--- config.mk ---
export PLATFORM = sky130hd
export DESIGN_NAME = fifo_uart_tx
export DESIGN_NICKNAME = d
export VERILOG_FILES = /design/src/rtl/uart_pkg.sv /design/src/rtl/uart_bit_timer.sv /design/src/rtl/fifo_uart_tx.sv
export SDC_FILE = /design/constraint.sdc
export NUM_CORES = 1
export LEC_CHECK = 0
export CORE_ASPECT_RATIO = 0.5
export CORE_UTILIZATION = 35
export CTS_CLUSTER_DIAMETER = 30
export DETAILED_ROUTE_END_ITERATION = 16
export GPL_TIMING_DRIVEN = 0
export SYNTH_ARGS = -nofsm -noshare
export SYNTH_HDL_FRONTEND = slang
export SYNTH_SLANG_ARGS = --single-unit
--- constraint.sdc ---
create_clock -name i_clk -period 2.35 [get_ports i_clk]
set_clock_uncertainty 0.2 [all_clocks]
set_input_delay 0.3525 -clock i_clk [delete_from_list [all_inputs] [get_ports i_clk]]
set_output_delay 0.3525 -clock i_clk [all_outputs]
set_load 0.02 [all_outputs]
--- src/rtl/uart_pkg.sv ---
// uart_pkg: shared FSM encoding, parity modes and frame-size helper for the UART transmit path.
package uart_pkg;
  typedef enum logic [2:0] {S_IDLE, S_FETCH, S_LOAD, S_START, S_DATA, S_PARITY, S_STOP} tx_state_t;
  localparam int PARITY_NONE = 0;
  localparam int PARITY_EVEN = 1;
  localparam int PARITY_ODD = 2;
  function automatic int frame_bits(input int dw, input int par, input int sb);
    return 1 + dw + ((par != PARITY_NONE) ? 1 : 0) + sb;
  endfunction
endpackage

--- src/rtl/uart_bit_timer.sv ---
// uart_bit_timer: baud counter that pulses o_tick on the last clock of every bit period.
module uart_bit_timer #(
  parameter int CLKS_PER_BIT = 434
) (
  input  logic i_clk,
  input  logic i_rst,
  input  logic i_clr,
  output logic o_tick
);
  localparam int W = $clog2(CLKS_PER_BIT);
  logic [W-1:0] cnt_q;
  assign o_tick = !i_clr && (cnt_q == W'(CLKS_PER_BIT - 1));
  always_ff @(posedge i_clk)
    cnt_q <= (i_rst || i_clr || o_tick) ? '0 : cnt_q + 1'b1;
endmodule

--- src/rtl/fifo_uart_tx.sv ---
// fifo_uart_tx: drains the byte FIFO one word at a time and serializes each word as a UART frame.
module fifo_uart_tx
  import uart_pkg::*;
#(
  parameter int CLKS_PER_BIT = 434,
  parameter int DATA_WIDTH = 8,
  parameter int PARITY = 0,
  parameter int STOP_BITS = 1
) (
  input  logic                  i_clk,
  input  logic                  i_rst,
  input  logic                  i_enable,
  input  logic                  i_fifo_empty,
  input  logic [DATA_WIDTH-1:0] i_fifo_rdata,
  output logic                  o_fifo_read,
  output logic                  o_tx,
  output logic                  o_busy
);
  localparam int BW = $clog2(DATA_WIDTH + 1);
  localparam bit HAS_PAR = PARITY != PARITY_NONE;
  tx_state_t state_q, state_d;
  logic tx_q, tx_d, par_q, par_d, tick;
  logic [DATA_WIDTH-1:0] sh_q, sh_d;
  logic [BW-1:0] bit_q, bit_d;
  wire fetch_ok = i_enable && !i_fifo_empty;
  wire last_data = bit_q == BW'(DATA_WIDTH - 1);
  wire last_stop = bit_q == BW'(STOP_BITS - 1);
  // Counter is held at zero until the start bit so every frame begins on a full bit period.
  uart_bit_timer #(.CLKS_PER_BIT(CLKS_PER_BIT)) u_timer (
    .i_clk (i_clk),
    .i_rst (i_rst),
    .i_clr (state_q inside {S_IDLE, S_FETCH, S_LOAD}),
    .o_tick(tick)
  );
  always_comb begin
    state_d = state_q;
    tx_d = tx_q;
    sh_d = sh_q;
    bit_d = bit_q;
    par_d = par_q;
    case (state_q)
      S_IDLE: state_d = fetch_ok ? S_FETCH : S_IDLE;
      S_FETCH: state_d = S_LOAD;
      S_LOAD: begin
        sh_d = i_fifo_rdata;
        par_d = (^i_fifo_rdata) ^ (PARITY == PARITY_ODD);
        tx_d = 1'b0;
        bit_d = '0;
        state_d = S_START;
      end
      S_START: if (tick) begin
        tx_d = sh_q[0];
        sh_d = sh_q >> 1;
        state_d = S_DATA;
      end
      S_DATA: if (tick) begin
        bit_d = last_data ? '0 : bit_q + 1'b1;
        tx_d = last_data ? (HAS_PAR ? par_q : 1'b1) : sh_q[0];
        sh_d = last_data ? sh_q : sh_q >> 1;
        state_d = !last_data ? S_DATA : HAS_PAR ? S_PARITY : S_STOP;
      end
      S_PARITY: if (tick) begin
        tx_d = 1'b1;
        state_d = S_STOP;
      end
      S_STOP: if (tick) begin
        bit_d = last_stop ? '0 : bit_q + 1'b1;
        state_d = !last_stop ? S_STOP : fetch_ok ? S_FETCH : S_IDLE;
      end
      default: state_d = S_IDLE;
    endcase
  end
  always_ff @(posedge i_clk) begin
    if (i_rst) begin
      state_q <= S_IDLE;
      tx_q <= 1'b1;
      sh_q <= '0;
      bit_q <= '0;
      par_q <= 1'b0;
    end else begin
      state_q <= state_d;
      tx_q <= tx_d;
      sh_q <= sh_d;
      bit_q <= bit_d;
      par_q <= par_d;
    end
  end
  assign o_tx = tx_q;
  assign o_fifo_read = state_q == S_FETCH;
  assign o_busy = state_q != S_IDLE;
endmodule

## After elaboration in Yosys (flattened, before gate mapping)

Index checks and enable logic that the tools add are counted.

| operators by class | value |
|---|---|
| add/sub/neg operators | 2 |
| equal/unequal tests | 13 |
| muxes and demuxes | 22 |
| reduce and logical (&&, ||, !) cells | 17 |

Operators by type and width:

| cell | count |
|---|---|
| 8-bit 2-to-1 mux | 3 |
| 8-bit case mux with 3 select lines | 1 |
| 3-bit case mux with 7 select lines | 1 |
| 4-bit 2-to-1 mux | 4 |
| 3-bit 2-to-1 mux | 5 |
| 4-bit case mux with 3 select lines | 1 |
| 4-bit AND reduction | 3 |
| 3-bit nonzero test | 4 |
| 9-bit by 1-bit adder with 9-bit output, second input constant | 1 |
| 3-bit == test, second input constant | 3 |
| 9-bit == test, second input constant | 1 |
| 2-bit by 1-bit inequality test with 1-bit output, second input constant | 4 |
| 3-bit by 2-bit == test with 1-bit output, second input constant | 2 |
| 1-bit 2-to-1 mux | 5 |
| 4-bit by 1-bit adder with 4-bit output, second input constant | 1 |
| 4-bit by 3-bit == test with 1-bit output, second input constant | 1 |
| 4-bit zero test | 1 |
| 1-bit case mux with 4 select lines | 1 |
| 4-bit nonzero test | 1 |
| 3-bit by 1-bit == test with 1-bit output, second input constant | 1 |
| 3-bit zero test | 1 |
| 3-bit AND reduction | 1 |
| 1-bit logical AND | 2 |
| 1-bit zero test | 2 |
| other kinds (3) | 4 |

| storage, ports and cells | value |
|---|---|
| flip-flop bits (word level) | 25 |
| input bits | 12 |
| output and inout bits | 3 |
| logic and storage cells | 59 |

## Logic depth before layout (Yosys ltp)

| depth | value |
|---|---|
| word-level depth | 6 |
| depth in mapped cells | 8 |
| mapped depth without buffers | 6 |

## Cells and area by module

From an unflattened synthesis, not the netlist that was laid out.

| unflattened totals | value |
|---|---|
| cell total of the unflattened synthesis | 158 |
| area, all modules | 1421.4 um^2 |

Modules (own cells, without submodules):

| module | times used | cells an instance | area each (um^2) | sequential area each (um^2) |
|---|---|---|---|---|
| fifo_uart_tx | 1 | 109 | 972.2 | 320.3 |
| uart_bit_timer | 1 | 49 | 449.2 | 180.2 |

## Least setup slack after synthesis

Ideal clock, no wire load.

| timing | value |
|---|---|
| path kind | reg2reg |
| start | register u_timer.cnt_q[1] |
| end | register sh_q[0] |
| setup time | 0.121 ns |
| arrival time | 1.639 ns |
| required time | 2.029 ns |
| slack | 0.389 ns |
| stages on the path, launching flop included | 9 |
| path buffers | 2 |
| clock period less this slack | 1.961 ns |
| cell sequence | dfxtp_1 inv_1 ha_1 and4_1 buf_2 a31oi_1 o21a_1 buf_6 mux2_4 |

| on the way | value |
|---|---|
| longest elaborated chain between the ends | 4 |
| elaborated cells between the ends (all ways) | 5 |
| those cells by class | eq/ne (3); reduce/logical (2) |

Ends and longest elaborated chain:

| item | line | text |
|---|---|---|
| start, declared | uart_bit_timer.sv:11 | `logic [W-1:0] cnt_q;` |
| start signal, assigned | uart_bit_timer.sv:14 | `cnt_q <= (i_rst \|\| i_clr \|\| o_tick) ? '0 : cnt_q + 1'b1;` |
| 9-bit == test * | uart_bit_timer.sv:12 | `assign o_tick = !i_clr && (cnt_q == W'(CLKS_PER_BIT - 1));` |
| 1-bit logical AND * | uart_bit_timer.sv:12 |  |
| 2-bit by 1-bit inequality test with 1-bit output (no source line) | -- |  |
| 4-bit AND reduction (no source line) * | -- |  |
| end signal, assigned | fifo_uart_tx.sv:77 | `sh_q <= '0;` |
| end signal, assigned | fifo_uart_tx.sv:83 | `sh_q <= sh_d;` |
| end, declared | fifo_uart_tx.sv:23 | `logic [DATA_WIDTH-1:0] sh_q, sh_d;` |

Mark *: on every way between the ends. The rest lies on a longest branch, timed or not.
A chain may end at the register's enable or synchronous reset.

## Worst setup path after layout

| timing | value |
|---|---|
| start | register state_q[0] |
| end | output port o_busy |

| on the way | value |
|---|---|
| longest elaborated chain between the ends | 1 |

Ends and longest elaborated chain:

| item | line | text |
|---|---|---|
| start, declared | fifo_uart_tx.sv:21 | `tx_state_t state_q, state_d;` |
| start signal, assigned | fifo_uart_tx.sv:81 | `state_q <= state_d;` |
| 3-bit nonzero test | fifo_uart_tx.sv:90 | `assign o_busy = state_q != S_IDLE;` |
| end, declared | fifo_uart_tx.sv:17 | `output logic o_busy` |

Every way passes these cells.

==> metrics.txt <==
Commonest cells post-synth=dfxtp_1 (25), nor2_1 (18), a21oi_1 (15); clk sink count=25; post-synth top area share=32.57%; chip height=roughly 50 um; Post-Syn Area=0.001536 mm2; Layout Area Growth over Synthesis=16.61%; Syn Inst Count=183; core area=between 0.004 and 0.005 mm2; initial antenna violation count=0; final hold vios=0; clk slew on worst S/H paths=approximately 100 ps; xor/xnor share of the synthesized area=3.990%; placed cell count=251; HP Class=reg -> reg; die area=~0.0047 mm2; Max Freq=442.3 MHz; # DRC=0; synthesized area per cell=8.396 um2; CP Max Fanout=10; Post-synth EDFFs=0; vias in the first global route=1222; GP Congestion=~0.8; crit path launch=state_q[0]$_SDFFE_PP0P_; reg2reg path depth=8; fin cells=254; Primary FF master, synth=dfxtp_1; total routed wirelength=roughly 3400 um; Reg2Reg Setup Slack=~210 ps; Synth Area in Simple Gates=30.94%; Pwr Density=a little under 500 mW/mm2; Post-synth ARST share=0%; WL/cell=13.36 um; Crit path arrival time=around 1700 ps; RSZ-0062 raised after global routing=false; Antenna diodes=0; final worst path period share=96.21%; status=completed; total clock buffers created by CTS=3; nets@finish=between 200 and 250; global-route wire length before repair=5720 um; Seq/Total Area, Yosys=roughly a third; TNS Setup=0 ps; Worst Max-Slew Pin Slew=671.4 ps; warnings from Yosys=0; worst-skew pair later-pin latency=280 ps; Pre-Repair DR Iteration Count=4; Startpoint Class=flop; postcts setup bufs=0; most frequent cell after synthesis=dfxtp_1; post-synthesis mux area share=under 10%; Post-Synth Adder-Cell Area=~3.3%; hold path startpoint=u_timer.cnt_q[0]$_SDFF_PP0_; Pleak=0.6629 nW; chip width=95.70 um; Worst EP required=~1800 ps; TritonCTS clock tree=built; max cap viols=0; Synth Register Bits=25; Slew Viols, Final=0; critical path class=reg -> out; largest family of logic cells by synthesized area=simple AND/OR/NAND/NOR gates; Resized Gates After CTS=7; share of cells above drive strength 1=between 10% and 20%; initial core utilization=between 30% and 40%; total grt overflow=0; post-synthesis cell type count=46; Port Buffer Count=14; Final setup viols=0; clock tree root driver cell=clkbuf_8; H-Tree Depth=1; slew margin rel.=55.15%; area leader, netlist=dfxtp_1; crit path to=o_busy; Tmin final=2261 ps; Hold Buf Count CTS=0; largest net degree at the start of global routing=20; Clock Tree Buf Depth=2; Synth area leaders=dfxtp_1 (33%), mux2_4 (6.8%), a21oi_1 (4.9%), nand3_1 (4.6%), nor2_1 (4.4%); syn nets=199; Worst setup EP type=output port; maximum vdd drop=0.1972 mV; r2r startpoint=u_timer.cnt_q[1]$_SDFF_PP0_; GRT Total Usage=15.67%; row count=16; io pins=15; Final ANT Viol Nets=0; post-DR vias/cell=about 5.3; reg2reg end=sh_q[0]$_SDFFE_PP0P_; Detailed Route Iter0 Violations=71; Synth Area in Compound Gates=16.53%; total number of vias=about 1300; DPL Wire Length=approximately 2400 um
-- worst max-delay path, cell delays in order, from the launching register on --
cell	delay (ps)
dfxtp_2	370
clkbuf_4	190
clkbuf_4	200
or3_1	350
dlygate4sd2_1	320
-- cell usage in the layout (no fill, tap or decap), types with 3 or more instances in the layout --
cell	netlist	layout
a31oi_1	3	3
clkbuf_1	5	3
nor2b_1	9	9
nand3_1	14	14
ha_1	4	4
clkbuf_8	0	3
nor2_1	18	18
and2_1	4	4
and3b_1	3	3
o211ai_1	3	3
nor3_1	3	3
clkdlybuf4s50_1	0	12
mux2_4	7	7
nand4b_1	3	3
dfxtp_1	25	24
a21oi_1	15	15
xnor2_1	5	5
nand2_1	5	5
buf_2	3	3
o21ai_0	13	13
inv_1	6	6
-- routing by layer --
layer  vias up  part of all wire, %  track usage, %
met1       625                   53           22.08
li1        688                    -               -
met2        22                   43           24.52
met3         2                  3.7           4.673
met4         0                 0.24           1.493
met5         -                    0               0
-- logic make-up after synthesis --
| kind of cell | after synthesis |
|---|---|
| mux | 8 |
| compound gates | 43 |
| xor+xnor | 7 |
| fa+ha+maj | 4 |
| buf+inv | 17 |
| simple gates | 79 |
| flops | 25 |
-- worst min-delay path by stage --
stage                                  end  slack [ps]  depth (start not counted)
3_3_place_gp   u_timer.cnt_q[0]$_SDFF_PP0_         260                          1
4_1_cts        u_timer.cnt_q[0]$_SDFF_PP0_         290                          1
2_1_floorplan  u_timer.cnt_q[0]$_SDFF_PP0_         240                          1
3_5_place_dp   u_timer.cnt_q[0]$_SDFF_PP0_         270                          1
5_1_grt        u_timer.cnt_q[0]$_SDFF_PP0_         330                          1
6_report       u_timer.cnt_q[0]$_SDFF_PP0_         290                          1
-- state kept, by name, summed over array words and instances (netlist names) --
name,count
sh_q,8
bit_q,4
state_q,3
u_timer.cnt_q,9
o_tx,1
-- power breakdown --
part / total, mW / switching [mW] / internal (mW)
combinational: 0.162 / 0.0803 / 0.0815
sequential: 0.452 / 0.0120 / 0.440
clock: 0.270 / 0.148 / 0.122
-- through the flow --
stage	total power, mW	cell area (um2)	hold slack (ps)	util, %	setup WS (ps)
after floorplan	0.5655	1536	240.6	-	389.3
after global placement	0.6228	1744	259.9	43.13	-183.9
after detailed placement	0.6233	1744	269.0	43.13	-178.1
after CTS	0.8909	1792	289.8	44.31	82.69
after global routing	0.9283	1792	327.3	44.31	5.822
final	0.8840	1792	289.2	44.31	89.10
-- final cells by class --
class                   count  area, um2
inverters                   6      22.52
clock buffers               4      45.04
flip-flops and latches     25      501.7
fillers                   408       2252
repair buffers             14      137.6
plain buffers              10      61.31
multi-input cells         141      955.9
well taps                  54      67.56
Note: power is estimated with default switching activity, not from simulation.
==> RTL edit 1, RTL diff (same flow settings) <==
Change the parameter `PARITY` from 0 to 1.
--- a/src/rtl/fifo_uart_tx.sv
+++ b/src/rtl/fifo_uart_tx.sv
@@ -6,3 +6,3 @@
   parameter int DATA_WIDTH = 8,
-  parameter int PARITY = 0,
+  parameter int PARITY = 1,
   parameter int STOP_BITS = 1
Check against the original RTL: same outputs for any inputs over 10 cycles, from zero or initial values and one cycle with i_rst high; that may be too few to reach the edited logic, so the function may still have changed.
==> RTL edit 1 against the unedited design <==
- critical path depth increased by 2
- setup slack improved by 0.12 ns
- wire length decreased by 4.9%
- total power increased by 12%
- via count increased by 1.7%
- sequential cell count increased by 1
- utilization increased by 0.16 points
- worst hold slack got worse by 0.021 ns
- cell area decreased by 0.14%
- area after synthesis decreased by 0.98%
- critical endpoint is now sh_q[4]
==> RTL edit 1: results (changes against the unedited design) <==
- Per-cell via count in the routed design: 5.42 (+2.9%)
* Top delay family on crit path: simple AND/OR/NAND/NOR gates
- The share of synthesized cell area in full adder, half adder and majority cells was 3.29% (+0.032 points).
- The maximum root-to-sink buffer count is 2 (unchanged).
* Yosys cell types: 42 (-8.7%)
* Filler cell count: 398 (-2.5%)
- Slowest stage cell on the critical path: sky130_fd_sc_hd__or3b_2
* Total number of yosys warnings: 0 (unchanged)
* Main flop type after synthesis: sky130_fd_sc_hd__dfxtp_1
- Total of buffers placed on input and output ports: 13 (-1)
* Number of cells on the worst reg-to-reg path: 6 (-2)
* Post-synthesis share of cell area spent on xor and xnor gates: 8.06% (+4.1 points)
- The clock input transition at the sequential cells of the worst setup and hold paths came to 0.10 ns (about the same).
- Sorting the synthesized cells by area gives the leading types as sky130_fd_sc_hd__dfxtp_1 (34%), sky130_fd_sc_hd__xnor2_1 (6.3%), sky130_fd_sc_hd__mux2i_1 (4.6%).
- Multiplexer area fraction after synthesis: 4.61% (-2.9 points)
- The ratio of final minimum period to clock period was 90.9% (-5.3 points).
- Largest incremental delay on the critical path: 0.59 ns (+0.22 ns)
- The count of cells resized by post-cts repair came to 2 (-5).
- Worst EP arrival: 2.09 ns (+0.38 ns)
- Crit. End Element: flip-flop
- The half-perimeter wire length after placement is 2370 um (-0.45%).
- The detail-routed net length per standard cell was 12.9 um (-3.8%).
- Number of buffers inserted by post-CTS setup repair: 0 (unchanged)
- The number of instances in the placed design was 248 (-1.2%).
- The layout cell share with drive strength beyond 1 came to 6.09% (-5.4 points).
* Post-Place Worst Slack: 0.140 ns (+0.318 ns)
* Crit-path max FO: 18 (+8)
- Sw Ratio: 23.7% (-3.5 points)
- The run finished with clean final reports.
- The initial antenna violation count was 0 (unchanged).
- In the final layout, the registers with the most flip-flops are u_timer.cnt_q (9), sh_q (8), bit_q (4).
- Sequential share of the synthesized area: 34.2% (+1.6 points)
- Number of DRC markers in iteration 0: 84 (+18%)
- Mapped Nets: 197 (-1.0%)
* GPL Wtd Cong: 0.878 (+11%)
- Compound-cell area share of the yosys netlist: 18.8% (+2.2 points)
* Most common library cells after synthesis: sky130_fd_sc_hd__dfxtp_1 (26), sky130_fd_sc_hd__nand2_1 (14), sky130_fd_sc_hd__nor2_1 (13)
- Syn Inst Count: 181 (-1.1%)
* Finished Cell Area: 0.00179 mm2 (-0.14%)
* DP Area: 0.00172 mm2 (-1.4%)
- The first-pass GRT wire length was 5620 um (-1.7%).
* Total Routing Usage GR: 15.2% (-0.44 points)
- Via count: 1360 (+1.7%)
- The number of nets in the final layout was 214 (-1.4%).
* Number of buffers added by the clock tree synthesis step: 3 (unchanged)
* Number of global-route vias before repair: 1237 (+1.2%)
- Worst supply voltage drop on vdd: 0.333 mV (+69%)
- Endpoint of the worst register-to-register path: sh_q[4]
- Static leakage: 0.637 nW (-3.9%)
* Normalized max-slew margin: 48.6% (-6.5 points)
* Largest net degree at the start of global routing: 19 (-5.0%)
[RTL edit 1: metrics by stage]
step | total power, mW | hold WS (ns)
2_1_floorplan | 0.573 | 0.235
3_3_place_gp | 0.624 | 0.247
3_5_place_dp | 0.625 | 0.254
4_1_cts | 1.00 | 0.270
5_1_grt | 1.03 | 0.290
6_report | 0.992 | 0.268
[RTL edit 1: power groups by stage]
stage	clock [mW]	combinational [mW]	sequential, mW
after floorplan	0	0.0995	0.474
after global placement	0	0.150	0.474
after detailed placement	0	0.151	0.474
after CTS	0.391	0.149	0.464
after global routing	0.402	0.162	0.467
final	0.381	0.147	0.464
[RTL edit 1: final cells by class]
| class | instances | share of cell area, % |
|---|---|---|
| multi-input combinational | 141 | 52.9 |
| sequential | 26 | 29.1 |
| timing repair buffer | 13 | 7.34 |
| tap | 54 | 3.78 |
| clock buffer | 3 | 2.31 |
| buffer | 8 | 1.89 |
| clock inverter | 1 | 1.68 |
| inverter | 5 | 1.05 |
[RTL edit 1: worst min path at each step]
| stage | from | end | slack (ns) | depth (start not counted) |
|---|---|---|---|---|
| 3_3_place_gp | sh_q[3] | sh_q[3] | 0.25 | 2 |
| 6_report | sh_q[1] | sh_q[1] | 0.27 | 2 |
| 3_5_place_dp | sh_q[6] | sh_q[6] | 0.25 | 2 |
| 5_1_grt | sh_q[2] | sh_q[2] | 0.29 | 2 |
| 2_1_floorplan | sh_q[1] | sh_q[1] | 0.23 | 2 |
| 4_1_cts | sh_q[6] | sh_q[6] | 0.27 | 2 |
[RTL edit 1: metal layers]
layer	vias to the layer above	wire length, um	GRT usage [%]
met5	-	0	0
met4	0	10	1.52
met3	4	166	4.40
met2	23	1450	24.6
met1	648	1600	20.7
li1	685	-	-
==> RTL edit 2, RTL diff (config.mk and constraints unchanged) <==
Made on the original files. `sh_q` no longer has a reset.
--- a/src/rtl/fifo_uart_tx.sv
+++ b/src/rtl/fifo_uart_tx.sv
@@ -76,3 +76,2 @@
       tx_q <= 1'b1;
-      sh_q <= '0;
       bit_q <= '0;
@@ -82,3 +81,2 @@
       tx_q <= tx_d;
-      sh_q <= sh_d;
       bit_q <= bit_d;
@@ -86,2 +84,6 @@
     end
+  end
+
+  always_ff @(posedge i_clk) begin
+    sh_q <= sh_d;
   end
Check against the original RTL: no difference found for any inputs over 10 cycles, from zero or initial values and one cycle with i_rst high; that may be too few to reach the edited logic, so the function may still have changed.
==> RTL edit 2 against the unedited design <==
- sequential power increased by 3%
- sequential cell count unchanged
- synthesized cell count decreased by 22%
- wire length decreased by 26%
- area after synthesis decreased by 14%
- via count decreased by 20%
- total power decreased by 4.2%
- setup slack improved by 0.035 ns
- cell area decreased by 9.6%
- highest routed layer unchanged
==> RTL edit 2: results (changes against the unedited design) <==
- Main flop type after synthesis: sky130_fd_sc_hd__dfxtp_1
* Synth top area cells: sky130_fd_sc_hd__dfxtp_1 (26%), sky130_fd_sc_hd__edfxtp_1 (18%), sky130_fd_sc_hd__nor2_1 (6.8%)
* GPL Wtd Cong: 0.769 (-2.5%)
* Sequential share of the synthesized area: 43.8% (+11 points)
- Wirelength, routed: 2510 um (-26%)
* Total number of yosys warnings: 0 (unchanged)
- The share of synthesized cell area in full adder, half adder and majority cells came to 3.77% (+0.52 points).
- The width of the chip is 89.1 um (-6.9%).
* Length of the first detailed-routing pass in iterations: 4 (unchanged)
- Per-cell via count in the routed design: 4.99 (-5.2%)
- Non-filler instance count after layout: 213 (-16%)
- Wire length of the first global-routing pass: 4330 um (-24%)
- The run finished with clean final reports.
* Number of global-route vias before repair: 990 (-19%)
- Largest incremental delay on the critical path: 0.60 ns (+0.23 ns)
* Yosys cell types: 43 (-6.5%)
- Multiplexer area fraction after synthesis: 7.45% (-0.039 points)
* Worst EP arrival: 1.67 ns (-0.04 ns)
* Post-Place Worst Slack: -0.284 ns (-0.106 ns)
- Largest net degree at the start of global routing: 17 (-15%)
- The overall track demand over capacity in global routing was 14.0% (-1.6 points).
- EDFF count, synth: 8 (+8)
- Max clock buf depth: 2 (unchanged)
* Static leakage: 0.556 nW (-16%)
- The relative slew slack is 66.0% (+11 points).
- Number of DRC markers in iteration 0: 38 (-46%)
* Detailed-placement wirelength estimate: 1820 um (-23%)
- Synthesized area per cell: 9.34 um2 (+11%)
- Worst supply voltage drop on vdd: 0.237 mV (+20%)
- Antenna violations before repair: 0 (unchanged)
- The number of buffers inserted during clock tree synthesis is 3 (unchanged).
- Post-synthesis share of cell area spent on xor and xnor gates: 4.62% (+0.63 points)
- The clock input transition at the sequential cells of the worst setup and hold paths was 0.10 ns (about the same).
* Mapped Nets: 158 (-21%)
* Filler cell count: 374 (-8.3%)
- Net count, final: 179 (-18%)
* Fraction of synthesis flops using an asynchronous set or reset pin: 0% (unchanged)
- Compound-cell area share of the yosys netlist: 14.5% (-2.0 points)
- In the synthesized netlist, the cells that appear most often are sky130_fd_sc_hd__nor2_1 (24), sky130_fd_sc_hd__dfxtp_1 (17), sky130_fd_sc_hd__inv_1 (9).
* Crit-path max FO: 10 (unchanged)
* Slowest stage cell on the critical path: sky130_fd_sc_hd__clkdlybuf4s50_1
- Share of cells above drive strength 1: 13.6% (+2.1 points)
## RTL edit 2: changes by cell type after synthesis, moves of 3 or more
cell                       delta
sky130_fd_sc_hd__a21oi_1      -9
sky130_fd_sc_hd__and2_1       -4
sky130_fd_sc_hd__and3b_1      -3
sky130_fd_sc_hd__dfxtp_1      -8
sky130_fd_sc_hd__edfxtp_1     +8
sky130_fd_sc_hd__inv_1        +3
sky130_fd_sc_hd__mux2_2       +7
sky130_fd_sc_hd__mux2_4       -7
sky130_fd_sc_hd__nand3_1      -9
sky130_fd_sc_hd__nor2_1       +6
sky130_fd_sc_hd__nor2b_1      -8
sky130_fd_sc_hd__o21ai_0     -10
## RTL edit 2: layout make-up
class                      instances  area [um2]  area share, %
clock inverter                     1        8.76          0.541
buffer                             6        35.0           2.16
tap                               51        63.8           3.94
inverter                           9        33.8           2.09
timing repair buffer              16         155           9.58
clock buffer                       3        41.3           2.55
sequential                        25         582           35.9
multi-input combinational        102         699           43.2
## RTL edit 2: cells by family (layout without fill, tap and decap cells)
logic type,after synthesis,count (layout)
compound gates,28,28
xor+xnor,7,7
fa+ha+maj,4,4
buf+inv,15,35
flops,25,25
mux,9,9
simple gates,54,54
## RTL edit 2: power breakdown
part	total (mW)	switching, mW	internal [mW]
clock network	0.277	0.153	0.124
registers	0.465	0.00564	0.459
logic	0.105	0.0509	0.0538
total	0.847	0.209	0.637
## RTL edit 2: per-stage QoR
| step | util (%) | area [um2] |
|---|---|---|
| global route | 45.9 | 1620 |
| global placement | 43.6 | 1540 |
| floorplan | - | 1330 |
| detailed placement | 43.6 | 1540 |
| finish | 45.9 | 1620 |
| CTS | 45.6 | 1610 |
## RTL edit 2: per-layer routing
metal	wire, um	track usage [%]	share of wire (%)	vias to the layer above
li1	-	-	-	548
met1	1260	18.2	50	503
met2	1160	24.0	46	10
met3	61	4.35	2.4	2
met4	21	1.90	0.84	0
met5	0	0	0	-
## RTL edit 2: final timing paths
kind / to / cells past startpoint / slack (ns) / start
setup / recovery: o_busy / 4 / 0.12 / state_q[2]
hold / removal: u_timer.cnt_q[0] / 1 / 0.29 / u_timer.cnt_q[0]
setup reg to reg: bit_q[3] / 7 / 0.23 / u_timer.cnt_q[0]
hold reg to reg: u_timer.cnt_q[0] / 1 / 0.29 / u_timer.cnt_q[0]
## RTL edit 2: what timing repair did
action / CTS / global route
setup buffers: 1 / 1
endpoints found under the setup margin: 9 / 9
pin swaps: 1 / 0
gates resized for setup: 3 / 2
## RTL edit 2: critical path: cells and delay by family, from the launching register on
| kind | cells | cell delay, ns |
|---|---|---|
| simple gates | 2 | 0.15 |
| buf+inv | 2 | 0.83 |
| flops | 1 | 0.42 |
